==> src/rtl/stage_pkg.sv <==
// Shared definitions for the decode stage: bundle layouts, ALU op indices and opcode patterns.
package stage_pkg;

    // Execute-bound bundle, MSB first: {pc, alu_op, src1, src2, rkd_value, dest, gr_we, mem_we,
    // res_from_mem}.
    localparam int unsigned ST2TO3_W = 148;

    localparam int unsigned OffResFromMem = 0;
    localparam int unsigned OffMemWe      = 1;
    localparam int unsigned OffGrWe       = 2;
    localparam int unsigned OffDest       = 3;
    localparam int unsigned OffRkdValue   = 8;
    localparam int unsigned OffAluSrc2    = 40;
    localparam int unsigned OffAluSrc1    = 72;
    localparam int unsigned OffAluOp      = 104;
    localparam int unsigned OffPc         = 116;

    // Forwarding buses carry every listed field: {valid, gr_we, is_load, dest, value} and
    // {valid, gr_we, dest, value}.
    localparam int unsigned EX_FWD_W  = 40;
    localparam int unsigned MEM_FWD_W = 39;

    localparam int unsigned AluAdd  = 0;
    localparam int unsigned AluSub  = 1;
    localparam int unsigned AluSlt  = 2;
    localparam int unsigned AluSltu = 3;
    localparam int unsigned AluAnd  = 4;
    localparam int unsigned AluNor  = 5;
    localparam int unsigned AluOr   = 6;
    localparam int unsigned AluXor  = 7;
    localparam int unsigned AluSll  = 8;
    localparam int unsigned AluSrl  = 9;
    localparam int unsigned AluSra  = 10;
    localparam int unsigned AluLui  = 11;

    // Matched against inst[31:15].
    localparam logic [16:0] OpAddW  = 17'h00020;
    localparam logic [16:0] OpSubW  = 17'h00022;
    localparam logic [16:0] OpSlt   = 17'h00024;
    localparam logic [16:0] OpSltu  = 17'h00025;
    localparam logic [16:0] OpNor   = 17'h00028;
    localparam logic [16:0] OpAnd   = 17'h00029;
    localparam logic [16:0] OpOr    = 17'h0002A;
    localparam logic [16:0] OpXor   = 17'h0002B;
    localparam logic [16:0] OpSlliW = 17'h00081;
    localparam logic [16:0] OpSrliW = 17'h00089;
    localparam logic [16:0] OpSraiW = 17'h00091;

    // Matched against inst[31:22].
    localparam logic [9:0] OpAddiW = 10'h00A;
    localparam logic [9:0] OpLdW   = 10'h0A2;
    localparam logic [9:0] OpStW   = 10'h0A6;

    // Matched against inst[31:25].
    localparam logic [6:0] OpLu12iW = 7'h0A;

    // Matched against inst[31:26].
    localparam logic [5:0] OpJirl = 6'h13;
    localparam logic [5:0] OpB    = 6'h14;
    localparam logic [5:0] OpBl   = 6'h15;
    localparam logic [5:0] OpBeq  = 6'h16;
    localparam logic [5:0] OpBne  = 6'h17;

    typedef struct packed {
        logic        valid;
        logic        gr_we;
        logic        is_load;
        logic [4:0]  dest;
        logic [31:0] value;
    } ex_fwd_t;

    typedef struct packed {
        logic        valid;
        logic        gr_we;
        logic [4:0]  dest;
        logic [31:0] value;
    } mem_fwd_t;

    typedef struct packed {
        logic [31:0] pc;
        logic [11:0] alu_op;
        logic [31:0] alu_src1;
        logic [31:0] alu_src2;
        logic [31:0] rkd_value;
        logic [4:0]  dest;
        logic        gr_we;
        logic        mem_we;
        logic        res_from_mem;
    } st2to3_t;

    function automatic logic [31:0] sext_offs16(input logic [15:0] offs);
        return {{14{offs[15]}}, offs, 2'b00};
    endfunction

    function automatic logic [31:0] sext_offs26(input logic [25:0] offs);
        return {{4{offs[25]}}, offs, 2'b00};
    endfunction

endpackage

==> src/rtl/regfile.sv <==
// 32x32 register file: two asynchronous read ports, one synchronous write port, r0 reads zero,
// and a same-cycle write is bypassed to the reads.
module regfile (
    input  logic        clk,
    input  logic [4:0]  raddr1_i,
    output logic [31:0] rdata1_o,
    input  logic [4:0]  raddr2_i,
    output logic [31:0] rdata2_o,
    input  logic        we_i,
    input  logic [4:0]  waddr_i,
    input  logic [31:0] wdata_i
);

    logic [31:0] rf_q [32];

    always_ff @(posedge clk) begin
        if (we_i && (waddr_i != 5'd0)) begin
            rf_q[waddr_i] <= wdata_i;
        end
    end

    always_comb begin
        rdata1_o = rf_q[raddr1_i];
        if (raddr1_i == 5'd0) begin
            rdata1_o = 32'd0;
        end else if (we_i && (waddr_i == raddr1_i)) begin
            rdata1_o = wdata_i;
        end
    end

    always_comb begin
        rdata2_o = rf_q[raddr2_i];
        if (raddr2_i == 5'd0) begin
            rdata2_o = 32'd0;
        end else if (we_i && (waddr_i == raddr2_i)) begin
            rdata2_o = wdata_i;
        end
    end

endmodule

==> src/rtl/stage_2_id.sv <==
// Decode stage: stage register, decode, register read, hazard handling and branch resolution.
// Define ID_FWD_EN to forward ex/mem results and stall only on load-use.
module stage_2_id #(
    parameter int unsigned ST2TO3_W = stage_pkg::ST2TO3_W
) (
    input  logic                           clk,
    input  logic                           reset,
    input  logic                           valid_1,
    output logic                           allow_2,
    input  logic [63:0]                    stage_1_to_2,
    output logic                           br_taken,
    output logic [31:0]                    br_target,
    output logic                           valid_2,
    input  logic                           allow_3,
    output logic [ST2TO3_W-1:0]            stage_2_to_3,
    input  logic [stage_pkg::EX_FWD_W-1:0]  ex_fwd,
    input  logic [stage_pkg::MEM_FWD_W-1:0] mem_fwd,
    input  logic                           rf_we,
    input  logic [4:0]                     rf_waddr,
    input  logic [31:0]                    rf_wdata
);

    import stage_pkg::*;

    logic        valid_r;
    logic [31:0] inst_r;
    logic [31:0] pc_r;
    logic        ready_go;

    always_ff @(posedge clk or posedge reset) begin
        if (reset) begin
            valid_r <= 1'b0;
        end else if (allow_2) begin
            valid_r <= valid_1 & ~br_taken;
        end
    end

    always_ff @(posedge clk or posedge reset) begin
        if (reset) begin
            inst_r <= 32'd0;
            pc_r   <= 32'd0;
        end else if (allow_2 && valid_1) begin
            {inst_r, pc_r} <= stage_1_to_2;
        end
    end

    // Instruction fields
    logic [4:0]  rd, rj, rk;
    logic [11:0] i12;
    logic [15:0] i16;
    logic [19:0] i20;
    logic [25:0] i26;

    assign rd  = inst_r[4:0];
    assign rj  = inst_r[9:5];
    assign rk  = inst_r[14:10];
    assign i12 = inst_r[21:10];
    assign i16 = inst_r[25:10];
    assign i20 = inst_r[24:5];
    assign i26 = {inst_r[9:0], inst_r[25:10]};

    logic inst_add_w, inst_sub_w, inst_slt, inst_sltu, inst_and, inst_or, inst_nor, inst_xor;
    logic inst_slli_w, inst_srli_w, inst_srai_w, inst_addi_w, inst_lu12i_w;
    logic inst_ld_w, inst_st_w, inst_b, inst_bl, inst_beq, inst_bne, inst_jirl;

    assign inst_add_w   = inst_r[31:15] == OpAddW;
    assign inst_sub_w   = inst_r[31:15] == OpSubW;
    assign inst_slt     = inst_r[31:15] == OpSlt;
    assign inst_sltu    = inst_r[31:15] == OpSltu;
    assign inst_and     = inst_r[31:15] == OpAnd;
    assign inst_or      = inst_r[31:15] == OpOr;
    assign inst_nor     = inst_r[31:15] == OpNor;
    assign inst_xor     = inst_r[31:15] == OpXor;
    assign inst_slli_w  = inst_r[31:15] == OpSlliW;
    assign inst_srli_w  = inst_r[31:15] == OpSrliW;
    assign inst_srai_w  = inst_r[31:15] == OpSraiW;
    assign inst_addi_w  = inst_r[31:22] == OpAddiW;
    assign inst_ld_w    = inst_r[31:22] == OpLdW;
    assign inst_st_w    = inst_r[31:22] == OpStW;
    assign inst_lu12i_w = inst_r[31:25] == OpLu12iW;
    assign inst_jirl    = inst_r[31:26] == OpJirl;
    assign inst_b       = inst_r[31:26] == OpB;
    assign inst_bl      = inst_r[31:26] == OpBl;
    assign inst_beq     = inst_r[31:26] == OpBeq;
    assign inst_bne     = inst_r[31:26] == OpBne;

    logic inst_3r, inst_shift, inst_known;

    assign inst_3r    = inst_add_w | inst_sub_w | inst_slt | inst_sltu |
                        inst_and | inst_or | inst_nor | inst_xor;
    assign inst_shift = inst_slli_w | inst_srli_w | inst_srai_w;
    assign inst_known = inst_3r | inst_shift | inst_addi_w | inst_lu12i_w | inst_ld_w |
                        inst_st_w | inst_b | inst_bl | inst_beq | inst_bne | inst_jirl;

    logic [11:0] alu_op;

    always_comb begin
        alu_op          = '0;
        alu_op[AluAdd]  = inst_add_w | inst_addi_w | inst_ld_w | inst_st_w | inst_bl | inst_jirl;
        alu_op[AluSub]  = inst_sub_w;
        alu_op[AluSlt]  = inst_slt;
        alu_op[AluSltu] = inst_sltu;
        alu_op[AluAnd]  = inst_and;
        alu_op[AluNor]  = inst_nor;
        alu_op[AluOr]   = inst_or;
        alu_op[AluXor]  = inst_xor;
        alu_op[AluSll]  = inst_slli_w;
        alu_op[AluSrl]  = inst_srli_w;
        alu_op[AluSra]  = inst_srai_w;
        alu_op[AluLui]  = inst_lu12i_w;
    end

    logic        src2_is_imm;
    logic [31:0] imm;
    logic [31:0] br_offs;

    assign src2_is_imm = inst_addi_w | inst_ld_w | inst_st_w | inst_shift | inst_lu12i_w;

    always_comb begin
        imm = {{20{i12[11]}}, i12};
        if (inst_shift) begin
            imm = {27'd0, rk};
        end else if (inst_lu12i_w) begin
            imm = {i20, 12'd0};
        end
    end

    assign br_offs = (inst_b | inst_bl) ? sext_offs26(i26) : sext_offs16(i16);

    logic       uses_rj, uses_rkd;
    logic [4:0] rkd_reg;
    logic [4:0] dest;
    logic       gr_we;

    assign uses_rj  = inst_known & ~(inst_b | inst_bl | inst_lu12i_w);
    assign uses_rkd = inst_3r | inst_beq | inst_bne | inst_st_w;
    assign rkd_reg  = (inst_beq | inst_bne | inst_st_w) ? rd : rk;
    assign dest     = inst_bl ? 5'd1 : rd;
    assign gr_we    = (inst_3r | inst_shift | inst_addi_w | inst_lu12i_w | inst_ld_w |
                       inst_bl | inst_jirl) & (dest != 5'd0);

    logic [31:0] rf_rdata1, rf_rdata2;

    regfile u_regfile (
        .clk      (clk),
        .raddr1_i (rj),
        .rdata1_o (rf_rdata1),
        .raddr2_i (rkd_reg),
        .rdata2_o (rf_rdata2),
        .we_i     (rf_we),
        .waddr_i  (rf_waddr),
        .wdata_i  (rf_wdata)
    );

    // WB producers need no handling here: the register file read already sees them.
    ex_fwd_t  ex;
    mem_fwd_t mem;
    logic     ex_hit_j, ex_hit_k, mem_hit_j, mem_hit_k;

    assign ex  = ex_fwd;
    assign mem = mem_fwd;

    assign ex_hit_j  = uses_rj & (rj != 5'd0) & ex.valid & ex.gr_we & (ex.dest == rj);
    assign ex_hit_k  = uses_rkd & (rkd_reg != 5'd0) & ex.valid & ex.gr_we & (ex.dest == rkd_reg);
    assign mem_hit_j = uses_rj & (rj != 5'd0) & mem.valid & mem.gr_we & (mem.dest == rj);
    assign mem_hit_k = uses_rkd & (rkd_reg != 5'd0) & mem.valid & mem.gr_we &
                       (mem.dest == rkd_reg);

    logic [31:0] rj_value, rkd_value;

`ifdef ID_FWD_EN
    assign rj_value  = ex_hit_j ? ex.value : (mem_hit_j ? mem.value : rf_rdata1);
    assign rkd_value = ex_hit_k ? ex.value : (mem_hit_k ? mem.value : rf_rdata2);
    assign ready_go  = ~((ex_hit_j | ex_hit_k) & ex.is_load);
`else
    logic unused_fwd;

    assign rj_value   = rf_rdata1;
    assign rkd_value  = rf_rdata2;
    assign ready_go   = ~(ex_hit_j | ex_hit_k | mem_hit_j | mem_hit_k);
    assign unused_fwd = ^{ex.is_load, ex.value, mem.value};
`endif

    logic br_cond;

    assign br_cond   = inst_b | inst_bl | inst_jirl |
                       (inst_beq & (rj_value == rkd_value)) |
                       (inst_bne & (rj_value != rkd_value));
    assign br_target = inst_jirl ? (rj_value + br_offs) : (pc_r + br_offs);
    assign br_taken  = valid_r & ready_go & allow_3 & br_cond;

    assign allow_2 = ~valid_r | (ready_go & allow_3);
    assign valid_2 = valid_r & ready_go;

    st2to3_t bundle;

    always_comb begin
        bundle              = '0;
        bundle.pc           = pc_r;
        bundle.alu_op       = alu_op;
        bundle.alu_src1     = (inst_bl | inst_jirl) ? pc_r : rj_value;
        bundle.alu_src2     = (inst_bl | inst_jirl) ? 32'd4 : (src2_is_imm ? imm : rkd_value);
        bundle.rkd_value    = rkd_value;
        bundle.dest         = dest;
        bundle.gr_we        = gr_we;
        bundle.mem_we       = inst_st_w;
        bundle.res_from_mem = inst_ld_w;
    end

    assign stage_2_to_3 = bundle;

endmodule
==> config.mk <==
export PLATFORM = sky130hd
export DESIGN_NAME = stage_2_id
export DESIGN_NICKNAME = d
export VERILOG_FILES = /design/src/rtl/stage_pkg.sv /design/src/rtl/regfile.sv /design/src/rtl/stage_2_id.sv
export SDC_FILE = /design/constraint.sdc
export NUM_CORES = 2
export LEC_CHECK = 0
export CORE_MARGIN = 3
export CORE_UTILIZATION = 57
export CTS_BUF_LIST = sky130_fd_sc_hd__clkbuf_4 sky130_fd_sc_hd__clkbuf_8 sky130_fd_sc_hd__clkbuf_16
export DETAILED_ROUTE_END_ITERATION = 8
export DONT_BUFFER_PORTS = 1
export PLACE_DENSITY_LB_ADDON = 0.12
export SLEW_MARGIN = 20
export SYNTH_ARGS = -nofsm -noshare
export SYNTH_HDL_FRONTEND = slang
export SYNTH_SLANG_ARGS = --single-unit
==> constraint.sdc <==
create_clock -name clk -period 7 [get_ports clk]
set_input_delay 0.35 -clock clk [delete_from_list [all_inputs] [get_ports clk]]
set_output_delay 0.35 -clock clk [all_outputs]
set_load 0.05 [all_outputs]
# Word level (Yosys, flattened, before mapping)

Memories as Yosys holds them, arrays and structs flattened.
Cells that the tools add are included.
Widths: inputs -> output; s select.

Memories kept: 1
Input bits: 185
Output and inout port bits: 183
RAM bits: 1024
Logic and storage cells: 131
Bits in registers: 65

Eq/ne operators: 28
Mux-type cells: 15
Add/sub/neg operators: 2
Reductions and logical operators: 10
Bitwise operators: 72

Memory list:

| name           | depth | bits a word | read ports | clocked after Yosys merged registers in | write ports | line          | source |
|---|---|---|---|---|---|---|---|
| u_regfile.rf_q | 32    | 32          | 2          | 0                                       | 1           | regfile.sv:14 | `logic [31:0] rf_q [32];` |

Operators by type and width:

| operator            | count |
|---|---|
| $mux 32             | 11 |
| $eq 17x6->1 const B | 8 |
| $add 32x32->32      | 2 |
| $eq 17x8->1 const B | 3 |
| $or 1x1->1          | 45 |
| $eq 32x32->1        | 1 |
| $ne 32x32->1        | 1 |
| $eq 5x5->1          | 6 |
| $eq 6x5->1 const B  | 5 |
| $and 1x1->1         | 23 |
| $eq 10x8->1 const B | 2 |
| $reduce_bool 5->1   | 4 |
| $eq 10x4->1 const B | 1 |
| $logic_not 5->1     | 2 |
| $mux 5              | 2 |
| $eq 7x4->1 const B  | 1 |
| $logic_and 1x1->1   | 4 |
| $not 1->1           | 4 |
| $mux 1              | 2 |

# Longest topological paths before layout

Depth after elaboration: 32
Gate-level depth with buffers: 28
Gate-level depth less buffers: 22

# By module

Synthesis repeated with hierarchy kept, for this count alone.

Cell total of the unflattened synthesis: 3327
Area total of the unflattened synthesis: 54578.6 um2

By module, submodules not included:

| module     | cells each | area each (um2) | times used | sequential area each (um2) |
|---|---|---|---|---|
| regfile    | 2520       | 47869.7         | 1          | 30749.5 |
| stage_2_id | 807        | 6708.9          | 1          | 1626.6 |

# Least setup slack after synthesis

No wires, ideal clock.

Kind: reg2out
Start point: register inst_r[5]
End point: output br_target[30]
Cell stages (with the launch flop): 27
Slack: 0.710 ns
Arrival: 5.940 ns
Data required time: 6.650 ns
Path buffers: 6
Path through: dfrtp_1 clkbuf_1 buf_4 buf_4 buf_4 buf_4 nor4_2 nor2_1 buf_2 a21oi_1 o21ai_0 ha_1 fa_1 a21o_1 a21oi_1 o21bai_1 a21oi_1 o21bai_1 a21oi_1 o21bai_1 a21oi_1 o21bai_1 a31o_2 a21oi_1 a21oi_1 or4b_2 nand3_1

Longest elaborated chain between the ends: 6
Elaborated cells on any way between the ends: 10
Those cells by class: add/sub: 2; eq/ne: 1; mux: 4; reduce/logical: 2; memory: 1

Ends and longest elaborated chain:

| item                                                                  | line              | source |
|---|---|---|
| from (decl)                                                           | stage_2_id.sv:26  | `logic [31:0] inst_r;` |
| from (signal assigned)                                                | stage_2_id.sv:43  | `{inst_r, pc_r} <= stage_1_to_2;` |
| parallel branches: the longest is 5 deep, another holds $mem_v2 32x32 | n/a               |  |
| $mux 32 (*)                                                           | stage_2_id.sv:189 | `assign br_target = inst_jirl ? (rj_value + br_offs) : (pc_r + br_offs);` |
| to (decl)                                                             | stage_2_id.sv:12  | `output logic [31:0] br_target,` |

Mark *: on every way between the ends.

# Worst setup path after layout

Start point: register inst_r[6]
End point: output br_target[31]

The elaborated chain is that of the path after synthesis.

==> impl_metrics.env <==
export IMPL_cts_htree_levels=3
export IMPL_yosys_area_top_type="edfxtp_1"
export IMPL_totalPowerFinal_mw=23.1
export IMPL_tightestPinTransition_ns=1.18
export IMPL_outcome="completed"
export IMPL_hold_viol=0
export IMPL_cp_startpoint="inst_r[6]$_DFFE_PP0P_"
export IMPL_async_reset_ff_frac=0.0597
export IMPL_syn_inst=4450
export IMPL_final_setup_skew_ns=0.0674
export IMPL_fmax_mhz=143
export IMPL_antenna_found_initial=33
export IMPL_die_area_sq_um=106000
export IMPL_drt_total_wl_mm=245
export IMPL_wl_per_cell_um=39.6
export IMPL_firstDrtPassIters=8
export IMPL_area_growth_pct=16.2
export IMPL_min_path_type="in2reg"
export IMPL_synth_top_area_frac=0.527
export IMPL_pwr_share_comb=0.393
export IMPL_grt_first_pass_wirelength_mm=337
export IMPL_end_kind="output pin"
export IMPL_fp_dieW_um=326
export IMPL_synth_cell_types=90
export IMPL_seqPwrFrac=0.328
export IMPL_drv_cap=0
export IMPL_grtUsageTotal=0.450
export IMPL_hold_worst_slack_ns=0.117
export IMPL_path_class="reg2out"
export IMPL_critPathMaxFanout=48
export IMPL_clk_latency_ns=0.77
export IMPL_finalMaxSlewViolations=0
export IMPL_tns_ns=0
export IMPL_relSlewSlack=0.212
export IMPL_io_buffers=0
export IMPL_rr_worst_depth=16
export IMPL_drc_errors=0
export IMPL_seqCellArea_sq_um=32400
export IMPL_grtUsageMet1=0.563
export IMPL_cp_start_kind="flip-flop"
export IMPL_internal_power_mw=14.1
export IMPL_crit_required_ns=6.65
export IMPL_r2r_end="pc_r[3]$_DFFE_PP0P_"
export IMPL_synth_edf_count=1024
export IMPL_avgSynthCellArea_sq_um=13.1
export IMPL_dieHeight_um=326
export IMPL_clk_path_buf_depth=3
export IMPL_drtIter0Drc=8602
export IMPL_hold_depth=2
export IMPL_cts_buffers=115
export IMPL_ys_seq_area_frac=0.555
export IMPL_cts_tree="yes"
export IMPL_powerDensity_nw_per_um2=341
export IMPL_cts_root_buf="clkbuf_16"
export IMPL_fillCellCount=7301
export IMPL_vias_per_cell=7.60
export IMPL_ant_nets=0
export IMPL_final_core_util=0.673
export IMPL_io_pins=368
export IMPL_cp_endpoint="br_target[31]"
export IMPL_core_area_sq_um=101000
export IMPL_grt_max_degree=88
export IMPL_p_leak_nw=23.9
export IMPL_grt_overflow=0
export IMPL_setup_viol=0
export IMPL_cts_sink_count=1089
export IMPL_fin_crit_sh=0.999
export IMPL_critPathArrivalTime_ns=6.64
export IMPL_reg2reg_from="inst_r[31]$_DFFE_PP0P_"
export IMPL_layout_drive_gt1_share=0.245
export IMPL_synthesis_area_sq_um=58300
export IMPL_yosys_top_cells_area="edfxtp_1, mux4_2, mux2i_1"
export IMPL_ys_ff_latch=1089
export IMPL_grt_use_met2=0.656
export IMPL_nNetsFinal=4916
export IMPL_grt_busiest_layer="met2"
export IMPL_rows=116
export IMPL_use_met3=0.182
export IMPL_dp_hpwl_mm=151
export IMPL_synthFlopType="edfxtp_1"
export IMPL_layout_common_cells="edfxtp_1, nand2_1, buf_4"
export IMPL_gp_congestion=1.00
export IMPL_grt_pass1_vias=44100
export IMPL_layout_min_cycle_time_ns=6.99
export IMPL_multi_input_area_sq_um=24400
export IMPL_via_count=47000
export IMPL_p_sw_mw=9.04
export IMPL_final_common_cell="edfxtp_1"
export IMPL_start_util=0.579
export IMPL_ir_drop_mv=0.315
export IMPL_ys_warn_count=0
export IMPL_r2r_setup_slack_ns=0.70
export IMPL_cts_clk_slew_worst_paths_ns=0.07
export IMPL_clkPwrFrac=0.279
export IMPL_switching_share=0.391
## worst max-delay path: stages (launching register included)
cell      delay (ns)
dfrtp_4         0.56
buf_4           0.17
buf_12          0.29
buf_4           0.56
mux4_2          0.32
mux4_2          0.23
inv_1           0.04
a222oi_1        0.76
mux2i_1         0.38
nor2_1          0.26
nand2_1         0.09
nand2_1         0.08
ha_1            0.27
a21o_1          0.19
a21o_1          0.23
nor3_1          0.19
o211ai_1        0.18
a31oi_1         0.26
o211ai_1        0.12
a21oi_1         0.18
xor2_1          0.21
buf_4           0.24
## flip-flops by register name (all words and copies together), names as in the netlist
name            flops
u_regfile.rf_q   1024
pc_r               32
inst_r             32
valid_r             1
## logic make-up (layout without fill, tap and decap cells)
kind of cell | count (synthesis) | after routing | share of synthesized area
flip-flops | 1089 | 1089 | 0.555
other | 1 | 63 | 0.0000643
XOR/XNOR | 61 | 61 | 0.00916
adder cells (fa/ha/maj) | 30 | 30 | 0.00656
AO/OA/AOI/OAI | 946 | 946 | 0.122
multiplexers | 726 | 726 | 0.181
buffers and inverters | 555 | 873 | 0.0427
AND/OR/NAND/NOR | 1042 | 1042 | 0.0828
## timing repair
action	in CTS	in global routing
setup buffers	14	14
endpoints found under the hold margin	1154	0
resized for setup	12	47
endpoints found under the setup margin	6	10
cloned	0	2
pin swaps	5	5
hold buffers	100	0
## Yosys cell counts (all sizes together), types with 65 or more instances
master   instances
mux2i          315
inv            168
dfrtp           65
nand3          117
o21ai          101
edfxtp        1024
buf            207
nor2           163
o2111ai        238
nand2          481
mux2           162
clkbuf         179
a22oi           68
mux4           249
a21oi          124
## through the flow
step | instance area (sq um) | cells | worst slack [ns]
after detailed placement | 62100 | 5811 | 0.429
after global placement | 62100 | 5811 | 0.480
after global routing | 67700 | 6159 | -0.0226
final | 67800 | 6187 | 0.00872
after floorplan | 58400 | 4481 | 0.710
after CTS | 67400 | 6140 | 0.00539
## power groups by stage
stage	Clock [mW]	Combinational, mW	Sequential (mW)
final	6.46	9.10	7.58
after floorplan	0	5.16	7.59
after global routing	6.71	9.27	7.58
after detailed placement	0	8.42	7.73
after global placement	0	8.39	7.72
after CTS	6.45	8.68	7.57
## area by class of cell
class | instances | area share
multi-input combinational | 2837 | 0.359
clock inverter | 73 | 0.0132
tap | 1357 | 0.0250
inverter | 169 | 0.00947
clock buffer | 142 | 0.0457
timing repair buffer | 489 | 0.0683
antenna | 31 | 0.00114
sequential | 1089 | 0.478
## worst min path at each step
stage	slack, ns	endpoint	startpoint
final	0.12	inst_r[5]$_DFFE_PP0P_	valid_1
after CTS	0.1	inst_r[5]$_DFFE_PP0P_	valid_1
after global routing	0.11	inst_r[17]$_DFFE_PP0P_	valid_1
after detailed placement	0.12	pc_r[30]$_DFFE_PP0P_	reset
after global placement	0.12	pc_r[30]$_DFFE_PP0P_	reset
after floorplan	0.45	u_regfile.rf_q[0][0]$_DFFE_PP_	rf_wdata[0]
## routing by layer
| layer | vias up | share of wire | routed length, um |
|---|---|---|---|
| met2 | 4538 | 0.43 | 105000 |
| met4 | 24 | 0.080 | 19500 |
| li1 | 18300 | - | - |
| met5 | - | 0.0012 | 299 |
| met3 | 1085 | 0.16 | 39800 |
| met1 | 23000 | 0.33 | 80800 |
Power figures use the tool's default switching activity.
